<file path="src/rtl/mem_arb_pkg.sv">
// Shared types for the two-master memory bus arbiter.
//   mst_id_t    : owner id recorded per accepted transaction (0 = I fetch, 1 = D / MEM stage)
//   arb_state_t : arbiter grant state (free arbitration or locked to one master)
//   lock_of()   : lock state that holds a grant for the given master
package mem_arb_pkg;

  typedef enum logic {
    MST_I = 1'b0,
    MST_D = 1'b1
  } mst_id_t;

  typedef enum logic [1:0] {
    ARB    = 2'd0,
    LOCK_I = 2'd1,
    LOCK_D = 2'd2
  } arb_state_t;

  function automatic arb_state_t lock_of(input mst_id_t id);
    return (id == MST_D) ? LOCK_D : LOCK_I;
  endfunction

endpackage

</file>
<file path="src/rtl/arb_owner_fifo.sv">
// Owner FIFO: remembers which master owns each accepted, not yet returned
// transaction so in-order responses can be steered back.
//   clk, rst      : clock, asynchronous active-low reset
//   push, push_id : record a new owner id (ignored when full)
//   pop           : retire the head entry (ignored when empty)
//   head_id       : owner of the oldest outstanding transaction
//   full, empty   : occupancy flags
//   count         : number of stored entries (0..DEPTH)
module arb_owner_fifo #(
  parameter int DEPTH = 2
) (
  input  logic                       clk,
  input  logic                       rst,
  input  logic                       push,
  input  logic                       push_id,
  input  logic                       pop,
  output logic                       head_id,
  output logic                       full,
  output logic                       empty,
  output logic [$clog2(DEPTH):0]     count
);

  localparam int PW = $clog2(DEPTH);
  localparam int CW = PW + 1;

  logic          mem [DEPTH];
  logic [PW-1:0] wr_ptr;
  logic [PW-1:0] rd_ptr;
  logic          push_ok;
  logic          pop_ok;

  assign full    = (count == CW'(DEPTH));
  assign empty   = (count == '0);
  assign push_ok = push && !full;
  assign pop_ok  = pop && !empty;
  assign head_id = mem[rd_ptr];

  // DEPTH is a power of two, so pointer overflow is the modulo wrap.
  always_ff @(posedge clk or negedge rst) begin
    if (!rst) begin
      wr_ptr <= '0;
      rd_ptr <= '0;
      count  <= '0;
    end else begin
      if (push_ok) wr_ptr <= wr_ptr + PW'(1);
      if (pop_ok)  rd_ptr <= rd_ptr + PW'(1);
      case ({push_ok, pop_ok})
        2'b10:   count <= count + CW'(1);
        2'b01:   count <= count - CW'(1);
        default: ;
      endcase
    end
  end

  always_ff @(posedge clk) begin
    if (push_ok) mem[wr_ptr] <= push_id;
  end

endmodule

</file>
<file path="src/rtl/mem_bus_arbiter.sv">
// Two-master arbiter (I fetch, D / MEM stage) in front of one sram-like
// req/addr_ok/data_ok port. D has priority; a stalled grant is held until
// accepted or withdrawn. Responses return in order and are steered to the
// owner recorded at accept time.
//   clk, rst          : clock, asynchronous active-low reset
//   i_* / d_*         : master request fields in, addr_ok/data_ok/rdata out
//   bus_*             : downstream request out, addr_ok/data_ok/rdata in
//   outstanding       : accepted-but-unreturned transactions
//   arb_err           : sticky, data_ok arrived with nothing outstanding
module mem_bus_arbiter
  import mem_arb_pkg::*;
#(
  parameter int ADDR_W  = 32,
  parameter int DATA_W  = 32,
  parameter int MAX_OUT = 2
) (
  input  logic                     clk,
  input  logic                     rst,
  input  logic                     i_req,
  input  logic                     i_wr,
  input  logic                     i_cached,
  input  logic [1:0]               i_size,
  input  logic [ADDR_W-1:0]        i_addr,
  input  logic [3:0]               i_wstrb,
  input  logic [DATA_W-1:0]        i_wdata,
  output logic                     i_addr_ok,
  output logic                     i_data_ok,
  output logic [DATA_W-1:0]        i_rdata,
  input  logic                     d_req,
  input  logic                     d_wr,
  input  logic                     d_cached,
  input  logic [1:0]               d_size,
  input  logic [ADDR_W-1:0]        d_addr,
  input  logic [3:0]               d_wstrb,
  input  logic [DATA_W-1:0]        d_wdata,
  output logic                     d_addr_ok,
  output logic                     d_data_ok,
  output logic [DATA_W-1:0]        d_rdata,
  output logic                     bus_req,
  output logic                     bus_wr,
  output logic                     bus_cached,
  output logic [1:0]               bus_size,
  output logic [ADDR_W-1:0]        bus_addr,
  output logic [3:0]               bus_wstrb,
  output logic [DATA_W-1:0]        bus_wdata,
  input  logic                     bus_addr_ok,
  input  logic                     bus_data_ok,
  input  logic [DATA_W-1:0]        bus_rdata,
  output logic [$clog2(MAX_OUT):0] outstanding,
  output logic                     arb_err
);

  arb_state_t state;
  arb_state_t state_nxt;
  mst_id_t    gnt_id;
  logic       gnt_vld;
  logic       full;
  logic       empty;
  logic       head_raw;
  logic       accept;
  logic       bypass;
  logic       push;
  logic       pop;
  logic       resp_vld;
  mst_id_t    resp_id;

  always_ff @(posedge clk or negedge rst) begin
    if (!rst) state <= ARB;
    else      state <= state_nxt;
  end

  // Grant selection. A lock whose master withdrew falls through to a fresh
  // arbitration in the same cycle, so the other master can win immediately.
  always_comb begin
    gnt_vld = 1'b0;
    gnt_id  = MST_I;
    unique case (state)
      LOCK_D: begin
        if (d_req) begin
          gnt_vld = 1'b1;
          gnt_id  = MST_D;
        end else if (i_req) begin
          gnt_vld = 1'b1;
          gnt_id  = MST_I;
        end
      end
      LOCK_I: begin
        if (i_req) begin
          gnt_vld = 1'b1;
          gnt_id  = MST_I;
        end else if (d_req) begin
          gnt_vld = 1'b1;
          gnt_id  = MST_D;
        end
      end
      default: begin
        if (d_req) begin
          gnt_vld = 1'b1;
          gnt_id  = MST_D;
        end else if (i_req) begin
          gnt_vld = 1'b1;
          gnt_id  = MST_I;
        end
      end
    endcase
  end

  // rst gates the handshakes so they drop the instant reset asserts.
  assign bus_req = rst && gnt_vld && !full;
  assign accept  = bus_req && bus_addr_ok;

  always_comb begin
    state_nxt = ARB;
    if (gnt_vld && !accept) state_nxt = lock_of(gnt_id);
  end

  always_comb begin
    bus_wr     = i_wr;
    bus_cached = i_cached;
    bus_size   = i_size;
    bus_addr   = i_addr;
    bus_wstrb  = i_wstrb;
    bus_wdata  = i_wdata;
    if (gnt_id == MST_D) begin
      bus_wr     = d_wr;
      bus_cached = d_cached;
      bus_size   = d_size;
      bus_addr   = d_addr;
      bus_wstrb  = d_wstrb;
      bus_wdata  = d_wdata;
    end
  end

  assign i_addr_ok = accept && (gnt_id == MST_I);
  assign d_addr_ok = accept && (gnt_id == MST_D);

  // An accept and its data_ok in the same cycle with nothing queued is a
  // zero-latency transaction: route it to the grant and skip the FIFO.
  assign bypass   = empty && accept && bus_data_ok;
  assign push     = accept && !bypass;
  assign pop      = bus_data_ok && !empty;
  assign resp_vld = rst && bus_data_ok && (!empty || accept);
  assign resp_id  = empty ? gnt_id : mst_id_t'(head_raw);

  assign i_data_ok = resp_vld && (resp_id == MST_I);
  assign d_data_ok = resp_vld && (resp_id == MST_D);
  assign i_rdata   = bus_rdata;
  assign d_rdata   = bus_rdata;

  always_ff @(posedge clk or negedge rst) begin
    if (!rst)                                  arb_err <= 1'b0;
    else if (bus_data_ok && empty && !accept)  arb_err <= 1'b1;
  end

  arb_owner_fifo #(
    .DEPTH (MAX_OUT)
  ) u_owner_fifo (
    .clk     (clk),
    .rst     (rst),
    .push    (push),
    .push_id (gnt_id == MST_D),
    .pop     (pop),
    .head_id (head_raw),
    .full    (full),
    .empty   (empty),
    .count   (outstanding)
  );

endmodule

</file>
<file path="config.mk">
export PLATFORM = sky130hd
export DESIGN_NAME = mem_bus_arbiter
export DESIGN_NICKNAME = d
export VERILOG_FILES = /design/src/rtl/mem_arb_pkg.sv /design/src/rtl/arb_owner_fifo.sv /design/src/rtl/mem_bus_arbiter.sv
export SDC_FILE = /design/constraint.sdc
export NUM_CORES = 1
export LEC_CHECK = 0
export BUFFER_PORTS_ARGS = -buffer_cell sky130_fd_sc_hd__buf_2
export CAP_MARGIN = 20
export CORE_AREA = 3 3 124 126
export DETAILED_ROUTE_END_ITERATION = 16
export DIE_AREA = 0 0 127 129
export GPL_TIMING_DRIVEN = 0
export PLACE_DENSITY = 0.45
export SYNTH_ARGS = -nofsm -noshare
export SYNTH_HDL_FRONTEND = slang
export SYNTH_HIERARCHICAL = 1
export SYNTH_SLANG_ARGS = --single-unit
</file>
<file path="constraint.sdc">
create_clock -name clk -period 1.9 [get_ports clk]
set_clock_uncertainty 0.2 [all_clocks]
set_input_delay 0.38 -clock clk [delete_from_list [all_inputs] [get_ports clk]]
set_output_delay 0.38 -clock clk [all_outputs]
set_load 0.005 [all_outputs]
</file>
== Word level (Yosys, flattened, before mapping) ==
Memory sizes are Yosys's and may differ from the RTL's.
Cells that the tools add are included.
Word-level totals
  flip-flop bits (word level): 7
  RAM bits: 2
  output and inout bits: 144
  memories kept: 1
Operators by class
  add/sub/neg operators: 4
  eq/ne operators: 4
  multiplexer cells: 19
  bitwise operators: 2
  reduce and logical (&&, ||, !) cells: 25
Memory list
  u_owner_fifo.mem: words 2, bits a word 1, read ports 1, clocked after memory_dff 0, write ports 1, RTL line arb_owner_fifo.sv:26  | logic mem [DEPTH];
Operators by type and width (number)
  two-way mux 32 bit: 2
  logical AND 1 bit: 18
  two-way mux 1 bit: 12
  two-way mux 2 bit: 3
  equality test 2 x 1 -> 1 bit, second input constant: 2
  equality test 2 bit, second input constant: 2
  zero test 1 bit: 4
  two-way mux 4 bit: 1
  one-hot mux 2 bit (2 select lines): 1
  adder 1 bit, second input constant: 2
  adder 2 x 1 -> 2 bit, second input constant: 1
  zero test 2 bit: 1
  NOT 1 bit: 2
  nonzero test 2 bit: 1
  subtractor 2 x 1 -> 2 bit, second input constant: 1
  logical OR 1 bit: 1

== Logic depth before layout (Yosys ltp) ==
Gate-level depths: netlist of run 1.
  depth in word-level cells: 13
  mapped depth: 10

== Modules after synthesis ==
Netlist of run 1, hierarchy kept.
Modules (own cells, without submodules)
  mem_bus_arbiter: times used 1, cells an instance 170, area an instance 1879.3 sq um, seq. area each 75.1 sq um
  arb_owner_fifo: times used 1, cells an instance 21, area an instance 267.8 sq um, seq. area each 160.2 sq um

== Least setup slack after synthesis of run 1 ==
No wires, ideal clock.
  path type: reg-to-reg
  start point: register u_owner_fifo.count[0]
  end point: register u_owner_fifo.count[1]
  arrival time: 1.774 ns
  path slack: -0.153 ns
  cell stages (with the launch flop): 10
  path buffers: 0
  cells stage by stage: dfrtp_1 > nand2b_1 > inv_1 > and3b_1 > o21ai_0 > a21oi_1 > nand2_1 > ha_1 > nor2_1 > xor2_1
Between the ends
  word-level cells in the longest chain between the ends: 11
Ends and longest elaborated chain
  start, declared: RTL line arb_owner_fifo.sv:20  | output logic [$clog2(DEPTH):0] count
  start signal, assigned: RTL line arb_owner_fifo.sv:48  | 2'b10: count <= count + CW'(1);
  start signal, assigned: RTL line arb_owner_fifo.sv:49  | 2'b01: count <= count - CW'(1);
  equality test 2 bit (*): RTL line arb_owner_fifo.sv:32  | assign full = (count == CW'(DEPTH));
  net full: RTL line mem_bus_arbiter.sv:57  | logic full;
  zero test 1 bit (*): RTL line mem_bus_arbiter.sv:109  | assign bus_req = rst && gnt_vld && !full;
  logical AND 1 bit (*): RTL line mem_bus_arbiter.sv:109
  logical AND 1 bit (*): RTL line mem_bus_arbiter.sv:110  | assign accept = bus_req && bus_addr_ok;
  logical AND 1 bit (2 in a row): RTL line mem_bus_arbiter.sv:139  | assign bypass = empty && accept && bus_data_ok;
  zero test 1 bit: RTL line mem_bus_arbiter.sv:140  | assign push = accept && !bypass;
  logical AND 1 bit (*): RTL line mem_bus_arbiter.sv:140
  net push: RTL line mem_bus_arbiter.sv:62  | logic push;
  logical AND 1 bit (*): RTL line arb_owner_fifo.sv:34  | assign push_ok = push && !full;
  equality test 2 x 1 -> 1 bit / equality test 2 bit (equally long branches): RTL line arb_owner_fifo.sv:47  | case ({push_ok, pop_ok})
  one-hot mux 2 bit (2 select lines) / nonzero test 2 bit (equally long branches)
Mark *: on every way through the listed nets, which the timed path passes. The rest lies on a longest branch.
A chain may end at the register's enable or synchronous reset.

== Final worst setup path of run 1 ==
  start point: register state[1]
  end point: output bus_wdata[14]
Between the ends
  word-level cells in the longest chain between the ends: 3
Ends and longest elaborated chain
  start, declared: RTL line mem_bus_arbiter.sv:53  | arb_state_t state;
  start signal, assigned: RTL line mem_bus_arbiter.sv:69  | else state <= state_nxt;
  equality test 2 x 1 -> 1 bit: RTL line mem_bus_arbiter.sv:77  | unique case (state)
  two-way mux 1 bit
  two-way mux 32 bit: RTL line mem_bus_arbiter.sv:124  | if (gnt_id == MST_D) begin
  end, declared: RTL line mem_bus_arbiter.sv:45  | output logic [DATA_W-1:0] bus_wdata,
No other way between the ends.

==> run metrics, run 1 <==
DR WL/cell=13.3 um; sw power=704 uW; maximum clock rate=444 MHz; # H-tree levels=1; Setup TNS=-23760 ps; post-synthesis register bit count=9; power per cell area=513 mW/mm2; Boundary Pins=326; worst-path cell chain=nand3b_1 -> nand2_2 -> inv_2 -> buf_12 -> buf_12 -> mux2_4 -> buf_6; global-route wire length before repair=12400 um; Internal=1620 uW; top_reg_cell synth=dfrtp_1; synth warn=6; initial antenna violation count=0; Syn Nets=374; top cells by area, synth=mux2_4 (42%), buf_4 (22%), dfrtp_1 (8.2%), mux2_2 (6.8%), buf_12 (6.5%); CP max stage cell=dfrtp_1; clock share of power=16.2%; Max Cap Viol=0; CTS root buf=clkbuf_16; crit start category=flip-flop; worst vdd ir=475 uV; nets@finish=691; worst-skew pair later-pin latency=240 ps; CP max FO=8; DRT iter0 DRCs=44; RSZ-0062 raised after global routing=true; Starting Density=14.9%; clk slew on worst S/H paths=40 ps; fill cell count=1486; Seq pwr share=13.3%; CTS Buf Count=3; met1 GRT Util=10.9%; All-Layer GR Usage=9.19%; Yosys cell types=30; fin area=0.00452 mm2; Hold Crit Class=primary input to flip-flop; post-synth top area cell=mux2_4; vias per cell=3.63; Synth top area share=42.0%; most frequent CP cell=buf_12; switching share of total power=30.3%; Syn-to-layout area delta=111%; met2 global-route usage=17.6%; logic gate share of total power=70.4%; EDFF count, synth=2; fin crit share=118%; Slew @ Worst Pin=375 ps; DR DRC count=0; die area=0.0164 mm2; Hold WS=260 ps; Final HPWL DP=7880 um; via count=2505; fraction of layout cells with a size suffix above 1=93.1%; die height=129 um; Post-Syn Instances=191; synthesized area per cell=11.2 um2; gr ovfl total=0; commonest non-fill, non-tap cells in the layout=buf_2 (232), buf_4 (79), buf_6 (64); fin. max-slew vios=0; Netlist Area Pre-Place=0.00215 mm2; clock sinks=9; outcome=finished, violations left; Port Buf Inserts=293; most common cell after layout, fill and taps aside=buf_2; Tmin final=2250 ps; first drt pass iteration count=4; final worst slack=-350 ps; global placement routability congestion=0.725; WP data required=1320 ps; setup slack, reg-to-reg=-150 ps; core area=0.0144 mm2; largest net degree at the start of global routing=12; met3 usage in global routing=1.25%; maximum buffer depth of the clock tree=2; CP Class=flip-flop to output port; relative slew slack=74.9%; critical path's largest stage delay=370 ps; post-synthesis sequential area ratio=11.0%; Leakage=0.00257 uW; TritonCTS clock tree=built; ant diodes=0; endpoints failing hold=0; global route hottest layer=met2; Worst EP arrival=1670 ps; failing checks=negative setup slack; vias in the first global route=2477; Worst Setup End Kind=output port; Cell Area, Placed=0.00385 mm2; Row Count=44; Die Width=127 um; total wire length=9210 um; Async SR Flop Fraction=77.8%; post-route ant nets=0; final-report setup violation count=77
layer usage:
layer	up-vias	routed length, um
met3	9	752
met1	1129	3310
met2	139	5050
met5	-	0
li1	1228	-
met4	0	86
final cells by class:
class                   count  area, um2  share of cell area (%)
clock buffers               4       78.8                    1.74
plain buffers              72        628                    13.9
repair buffers            312       2020                    44.7
inverters                   4       15.0                   0.332
well taps                 184        230                    5.09
multi-input cells         106       1310                    29.0
flip-flops and latches      9        238                    5.25
final timing paths:
path | start | endpoint | cells past startpoint
worst max-delay path | state[1]$_DFF_PN0_ | bus_wdata[14] | 7
worst min-delay path | bus_data_ok | arb_err$_DFFE_PN0P_ | 2
worst max register to register | u_owner_fifo/count[1]$_DFFE_PN0P_ | u_owner_fifo/count[1]$_DFFE_PN0P_ | 10
worst min register to register | arb_err$_DFFE_PN0P_ | arb_err$_DFFE_PN0P_ | 1
max in group asynchronous | rst | u_owner_fifo/count[0]$_DFFE_PN0P_ | 2
min in group asynchronous | rst | arb_err$_DFFE_PN0P_ | 2
cell usage after synthesis, types with 2 or more instances:
cell / number
and3_1: 2
buf_12: 7
buf_4: 64
dfrtp_1: 7
edfxtp_1: 2
inv_1: 3
mux2_2: 13
mux2_4: 60
nand2_1: 2
nand3b_1: 2
nor2_1: 5
nor2b_1: 2
nor3_1: 2
xnor2_1: 3
xor2_1: 2
sequential cells by signal, indices dropped and copies added (netlist names):
| name | count |
|---|---|
| arb_err | 1 |
| state | 2 |
| u_owner_fifo/count | 2 |
| u_owner_fifo/mem | 2 |
| u_owner_fifo/rd_ptr | 1 |
| u_owner_fifo/wr_ptr | 1 |
stage by stage:
step,setup slack [ps],util [%],instances,total power [uW]
after floorplan,-127,-,191,1030
after detailed placement,-291,26.7,668,1520
after CTS,-373,30.7,687,2260
after global routing,-412,31.4,691,2460
after global placement,-312,26.7,668,1520
final,-350,31.4,691,2320
kinds of logic after synthesis:
| logic type | after synthesis | synth area share (%) |
|---|---|---|
| AO/OA/AOI/OAI | 6 | 2.21 |
| flip-flops | 9 | 11.0 |
| XOR/XNOR | 5 | 2.04 |
| multiplexers | 73 | 48.8 |
| buffers and inverters | 76 | 29.8 |
| adder cells (fa/ha/maj) | 1 | 0.583 |
| AND/OR/NAND/NOR | 21 | 5.60 |
power by group through the flow:
stage | Sequential, uW | Clock [uW] | Combinational (uW)
after floorplan | 313 | 0 | 718
after global placement | 320 | 0 | 1200
after detailed placement | 321 | 0 | 1200
after CTS | 308 | 386 | 1570
after global routing | 319 | 397 | 1750
final | 309 | 377 | 1630
what timing repair did:
| item | CTS | global route |
|---|---|---|
| gates resized for setup | 64 | 11 |
| hold buffers | 1 | 0 |
| buffers inserted | 13 | 5 |
| endpoints found under the setup margin | 78 | 79 |
| endpoints found under the hold margin | 7 | 0 |
| pin swaps | 8 | 2 |
| cloned | 1 | 0 |
worst max-delay path: cells and delay by family (launching register included):
kind | cells | cell delay [ps]
flip-flops | 1 | 370
multiplexers | 1 | 320
AND/OR/NAND/NOR | 2 | 280
buffers and inverters | 4 | 460
Note: power is estimated with default switching activity, not from simulation.
==> run 2: changes to the inputs <==
--- a/config.mk
+++ b/config.mk
@@ -12,6 +12,8 @@
 export DIE_AREA = 0 0 127 129
 export GPL_TIMING_DRIVEN = 0
 export PLACE_DENSITY = 0.45
+export SETUP_SLACK_MARGIN = 0.15
+export SKIP_LAST_GASP = 1
 export SYNTH_ARGS = -nofsm -noshare
 export SYNTH_HDL_FRONTEND = slang
 export SYNTH_HIERARCHICAL = 1
==> run metrics, run 2 (synthesis results as in run 1) <==
ant diodes=0; initial antenna violation count=0; nets@finish=702; Worst Setup End Kind=output port; failing checks=negative setup slack; DRT iter0 DRCs=33; relative slew slack=75.9%; Cell Area, Placed=0.00386 mm2; CP Class=flip-flop to output port; Hold WS=271 ps; maximum clock rate=443 MHz; TritonCTS clock tree=built; Die Width=127 um; WP data required=1320 ps; post-route ant nets=0; gr ovfl total=0; vias per cell=3.63; fin. max-slew vios=0; All-Layer GR Usage=8.73%; Slew @ Worst Pin=360 ps; largest net degree at the start of global routing=12; maximum buffer depth of the clock tree=2; Tmin final=2260 ps; DR DRC count=0; Hold Crit Class=flip-flop to flip-flop; Worst EP arrival=1680 ps; RSZ-0062 raised after global routing=true; CTS root buf=clkbuf_16; CP max FO=10; worst r2r dst=u_owner_fifo/count[1]$_DFFE_PN0P_; Leakage=0.00251 uW; die area=0.0164 mm2; setup slack, reg-to-reg=-130 ps; first drt pass iteration count=4; Row Count=44; power per cell area=550 mW/mm2; Setup TNS=-24260 ps; worst vdd ir=802 uV; fin crit share=119%; CP max stage cell=dfrtp_1; most common cell after layout, fill and taps aside=buf_2; Max Cap Viol=0; fraction of layout cells with a size suffix above 1=94.2%; worst hold path stage count=1; commonest non-fill, non-tap cells in the layout=buf_2 (294), buf_4 (87), mux2_4 (60); # H-tree levels=1; CTS Buf Count=3; total wire length=8770 um; die height=129 um; final worst slack=-359 ps; endpoints failing hold=0; Port Buf Inserts=293; DR WL/cell=12.5 um; Final HPWL DP=7530 um; Boundary Pins=326; Hold Path Origin=arb_err$_DFFE_PN0P_; Starting Density=14.9%; outcome=finished, violations left; clock sinks=9; global-route wire length before repair=11900 um; fin area=0.00427 mm2; Core Util, Final=29.6%; RR Startpoint=u_owner_fifo/count[1]$_DFFE_PN0P_; global placement routability congestion=0.738; core area=0.0144 mm2; worst-skew pair later-pin latency=230 ps; clk slew on worst S/H paths=40 ps; crit start category=flip-flop; vias in the first global route=2419; worst-path cell chain=nand3b_1 -> nand2_2 -> inv_2 -> buf_12 -> buf_12 -> mux2_4 -> buf_2; fill cell count=1540; critical path's largest stage delay=370 ps; Reg2Reg Depth=11; final-report setup violation count=77; Syn-to-layout area delta=98.8%; Hold Path Sink=arb_err$_DFFE_PN0P_; most frequent CP cell=buf_12; via count=2549; Largest regs=state: 2 flops, u_owner_fifo/count: 2 flops, u_owner_fifo/mem: 2 flops
[run 2: cell count changes in the layout (fill, tap and decap cells not counted), sizes merged]
cell    previous run  this run
buf              383       393
clkbuf             4         5
[run 2: through the flow]
stage	total power [uW]	setup slack (ps)	instances
2_1_floorplan	1050	-118	191
3_3_place_gp	1530	-302	668
3_5_place_dp	1540	-297	668
4_1_cts	2230	-372	696
5_1_grt	2490	-424	702
6_report	2350	-359	702
[run 2: critical path, delay by kind of cell (launching register included)]
| kind | cells | cell delay, ps |
|---|---|---|
| flip-flops | 1 | 370 |
| buffers and inverters | 4 | 490 |
| AND/OR/NAND/NOR | 2 | 280 |
| multiplexers | 1 | 300 |
[run 2: cell type report]
class / count / area (um2) / area share, %
plain buffers: 72 / 626 / 14.7
clock buffers: 4 / 78.8 / 1.85
inverters: 4 / 15.0 / 0.352
multi-input cells: 106 / 1350 / 31.7
flip-flops and latches: 9 / 236 / 5.54
well taps: 184 / 230 / 5.39
repair buffers: 323 / 1730 / 40.5
[run 2: per-layer routing]
layer  GRT usage, %  vias to the layer above  share of wire [%]
met5              0                        -                  0
met4           1.01                        0               0.39
met3           1.29                        4                8.7
met2           16.9                      142                 55
met1           10.5                     1150                 36
li1               -                     1253                  -
[run 2: worst max path at each step]
stage / startpoint / to / slack (ps) / cells after the start
6_report: state[1]$_DFF_PN0_ / bus_addr[23] / -360 / 7
5_1_grt: state[1]$_DFF_PN0_ / bus_addr[23] / -420 / 7
4_1_cts: state[1]$_DFF_PN0_ / bus_wdata[7] / -370 / 7
3_5_place_dp: rst / u_owner_fifo/count[1]$_DFFE_PN0P_ / -300 / 9
3_3_place_gp: rst / u_owner_fifo/count[1]$_DFFE_PN0P_ / -300 / 9
2_1_floorplan: u_owner_fifo/count[0]$_DFFE_PN0P_ / u_owner_fifo/count[1]$_DFFE_PN0P_ / -120 / 10
[run 2: what timing repair did]
| action | CTS | global route |
|---|---|---|
| endpoints found under the setup margin | 82 | 83 |
| hold buffers | 1 | 0 |
| gates resized for setup | 15 | 4 |
| gates cloned | 0 | 1 |
| setup buffers | 23 | 5 |
| hold endpoints to repair | 7 | 0 |
| pin swaps | 7 | 8 |
[run 2: power breakdown]
part           switching, uW  total, uW  internal (uW)
registers               47.2        308            261
clock network           91.6        372            281
logic                    592       1670           1080
==> run 3: changes to the inputs <==
--- a/config.mk
+++ b/config.mk
@@ -7,14 +7,14 @@
 export LEC_CHECK = 0
 export BUFFER_PORTS_ARGS = -buffer_cell sky130_fd_sc_hd__buf_2
 export CAP_MARGIN = 20
-export CORE_AREA = 3 3 124 126
+export CORE_AREA = 3 3 126 128
+export CTS_BUF_LIST = sky130_fd_sc_hd__clkbuf_2 sky130_fd_sc_hd__clkbuf_4 sky130_fd_sc_hd__clkbuf_8
 export DETAILED_ROUTE_END_ITERATION = 16
-export DIE_AREA = 0 0 127 129
+export DIE_AREA = 0 0 129 131
 export GPL_TIMING_DRIVEN = 0
-export PLACE_DENSITY = 0.45
+export PLACE_DENSITY = 0.44
 export SETUP_SLACK_MARGIN = 0.15
 export SKIP_LAST_GASP = 1
 export SYNTH_ARGS = -nofsm -noshare
 export SYNTH_HDL_FRONTEND = slang
-export SYNTH_HIERARCHICAL = 1
 export SYNTH_SLANG_ARGS = --single-unit
==> run metrics, run 3 <==
outcome=finished, violations left; failing checks=negative setup slack; DR WL/cell=14.3 um; top cells by area, synth=mux2_4 (42%), buf_4 (22%), dfrtp_1 (8.1%), buf_12 (6.5%), mux2_2 (6.3%); fin crit share=118%; post-synth top area cell=mux2_4; via count=2537; worst-skew pair later-pin latency=240 ps; WP data required=1320 ps; EDFF count, synth=2; die height=131 um; ant diodes=0; Hold Path Origin=i_req; power per cell area=462 mW/mm2; top_reg_cell synth=dfrtp_1; Post-Syn Instances=192; Slew @ Worst Pin=485 ps; maximum clock rate=444 MHz; CP Buf/Inv Count=4; # H-tree levels=1; crit start category=flip-flop; nets@finish=693; Worst EP arrival=1670 ps; clk slew on worst S/H paths=50 ps; most numerous cell in the Yosys netlist=buf_4; CP max stage cell=dfrtp_1; fraction of layout cells with a size suffix above 1=94.3%; total wire length=9970 um; fin area=0.00449 mm2; most common cell after layout, fill and taps aside=buf_2; core area=0.0150 mm2; DR DRC count=0; maximum buffer depth of the clock tree=2; Yosys cell types=31; Cell Area, Placed=0.00387 mm2; Starting Density=14.4%; CTS root buf=clkbuf_8; worst-path cell chain=nand3b_4 -> nand2_4 -> inv_6 -> clkbuf_16 -> buf_12 -> mux2_4 -> buf_2; worst vdd ir=648 uV; Critical Path Start=state[1]$_DFF_PN0_; synthesized area per cell=11.2 um2; Boundary Pins=326; TritonCTS clock tree=built; Die Width=129 um; CP Class=flip-flop to output port; Worst Setup End Kind=output port; vias in the first global route=2332; clock sinks=9; Hold Crit Class=primary input to flip-flop; relative slew slack=67.6%; synth warn=0; critical path's largest stage delay=370 ps; Syn-to-layout area delta=108%; die area=0.0169 mm2; Port Buf Inserts=293; first drt pass iteration count=4; Leakage=0.00256 uW; Hold WS=227 ps; final non-filler cell total=697; Tmin final=2250 ps; CTS Buf Count=3; final worst slack=-351 ps; gr ovfl total=0; vias per cell=3.64; commonest cells in the synthesized netlist=buf_4 (64), mux2_4 (60), mux2_2 (12); largest net degree at the start of global routing=11; fin. max-slew vios=0; global-route wire length before repair=12300 um; final-report setup violation count=75; DRT iter0 DRCs=32; Netlist Area Pre-Place=0.00215 mm2; Syn Nets=375; RR Startpoint=u_owner_fifo.count[1]$_DFFE_PN0P_; RSZ-0062 raised after global routing=true; commonest non-fill, non-tap cells in the layout=buf_2 (263), buf_4 (76), mux2_4 (67); Async SR Flop Fraction=77.8%; global placement routability congestion=0.725; post-route ant nets=0; dpl cells=673; All-Layer GR Usage=9.16%; Row Count=45; initial antenna violation count=0; Final HPWL DP=8280 um; post-synthesis sequential area ratio=10.9%; CP max FO=10; Synth top area share=41.8%; Largest regs=state: 2 flops, u_owner_fifo.count: 2 flops, u_owner_fifo.mem: 2 flops; Max Cap Viol=0; endpoints failing hold=0; post-synthesis register bit count=9; critical path's top delay family=buffers and inverters
run 3: final cells by class:
cell class	instances	area, um2
inverters	3	16.3
clock buffers	4	48.8
repair buffers	313	1890
plain buffers	72	636
fillers	1571	10500
flip-flops and latches	9	238
multi-input cells	108	1420
well taps	188	235
run 3: worst reg2reg max path: stages, from the launching register on:
cell and delay [ps]:
dfrtp_2 390, buf_6 120, nor2_4 40, a211oi_4 290, inv_2 80, ha_4 160
xnor2_1 130, nor2_1 70, xor2_1 150
run 3: metal layers:
metal | vias to the layer above | GRT usage, % | routed length (um)
met1 | 1168 | 10.8 | 3730
li1 | 1239 | - | -
met2 | 125 | 18.0 | 5570
met5 | - | 0 | 0
met3 | 5 | 1.02 | 630
met4 | 0 | 1.30 | 42
run 3: final timing paths:
check	slack, ps	cells past startpoint	to
hold reg to reg	270	1	arb_err$_DFFE_PN0P_
max in group asynchronous	840	2	u_owner_fifo.count[1]$_DFFE_PN0P_
min in group asynchronous	390	2	u_owner_fifo.wr_ptr$_DFFE_PN0N_
hold / removal	230	3	state[0]$_DFF_PN0_
setup reg to reg	140	8	u_owner_fifo.count[1]$_DFFE_PN0P_
setup / recovery	-350	7	bus_wdata[21]
run 3: repair_timing:
item,in CTS,in global routing
gates cloned,1,3
setup buffers,11,4
endpoints found under the hold margin,7,0
hold buffers,1,0
endpoints found under the setup margin,78,81
gates resized for setup,31,47
pin swaps,8,8
run 3: cell families (layout without fill, tap and decap cells):
logic type               Yosys count  count (layout)  synth area share, %
buffers and inverters             75             392                 29.6
multiplexers                      73              73                 48.5
AND/OR/NAND/NOR                   21              21                 5.34
flip-flops                         9               9                 10.9
AO/OA/AOI/OAI                      8               8                 3.02
XOR/XNOR                           5               5                 2.03
adder cells (fa/ha/maj)            1               1                0.581
run 3: metrics by stage:
stage	utilization (%)	power, uW	setup WS (ps)	setup TNS (ps)
after floorplan	-	981	113	0
after global placement	25.8	1460	-282	-15750
after detailed placement	25.8	1460	-272	-16440
after CTS	27.9	1920	-345	-22540
after global routing	29.9	2220	-410	-28280
final	29.9	2070	-351	-23260
run 3: power by group:
group | switching [uW] | internal (uW)
registers | 64.5 | 261
logic | 554 | 953
clock network | 81.7 | 161
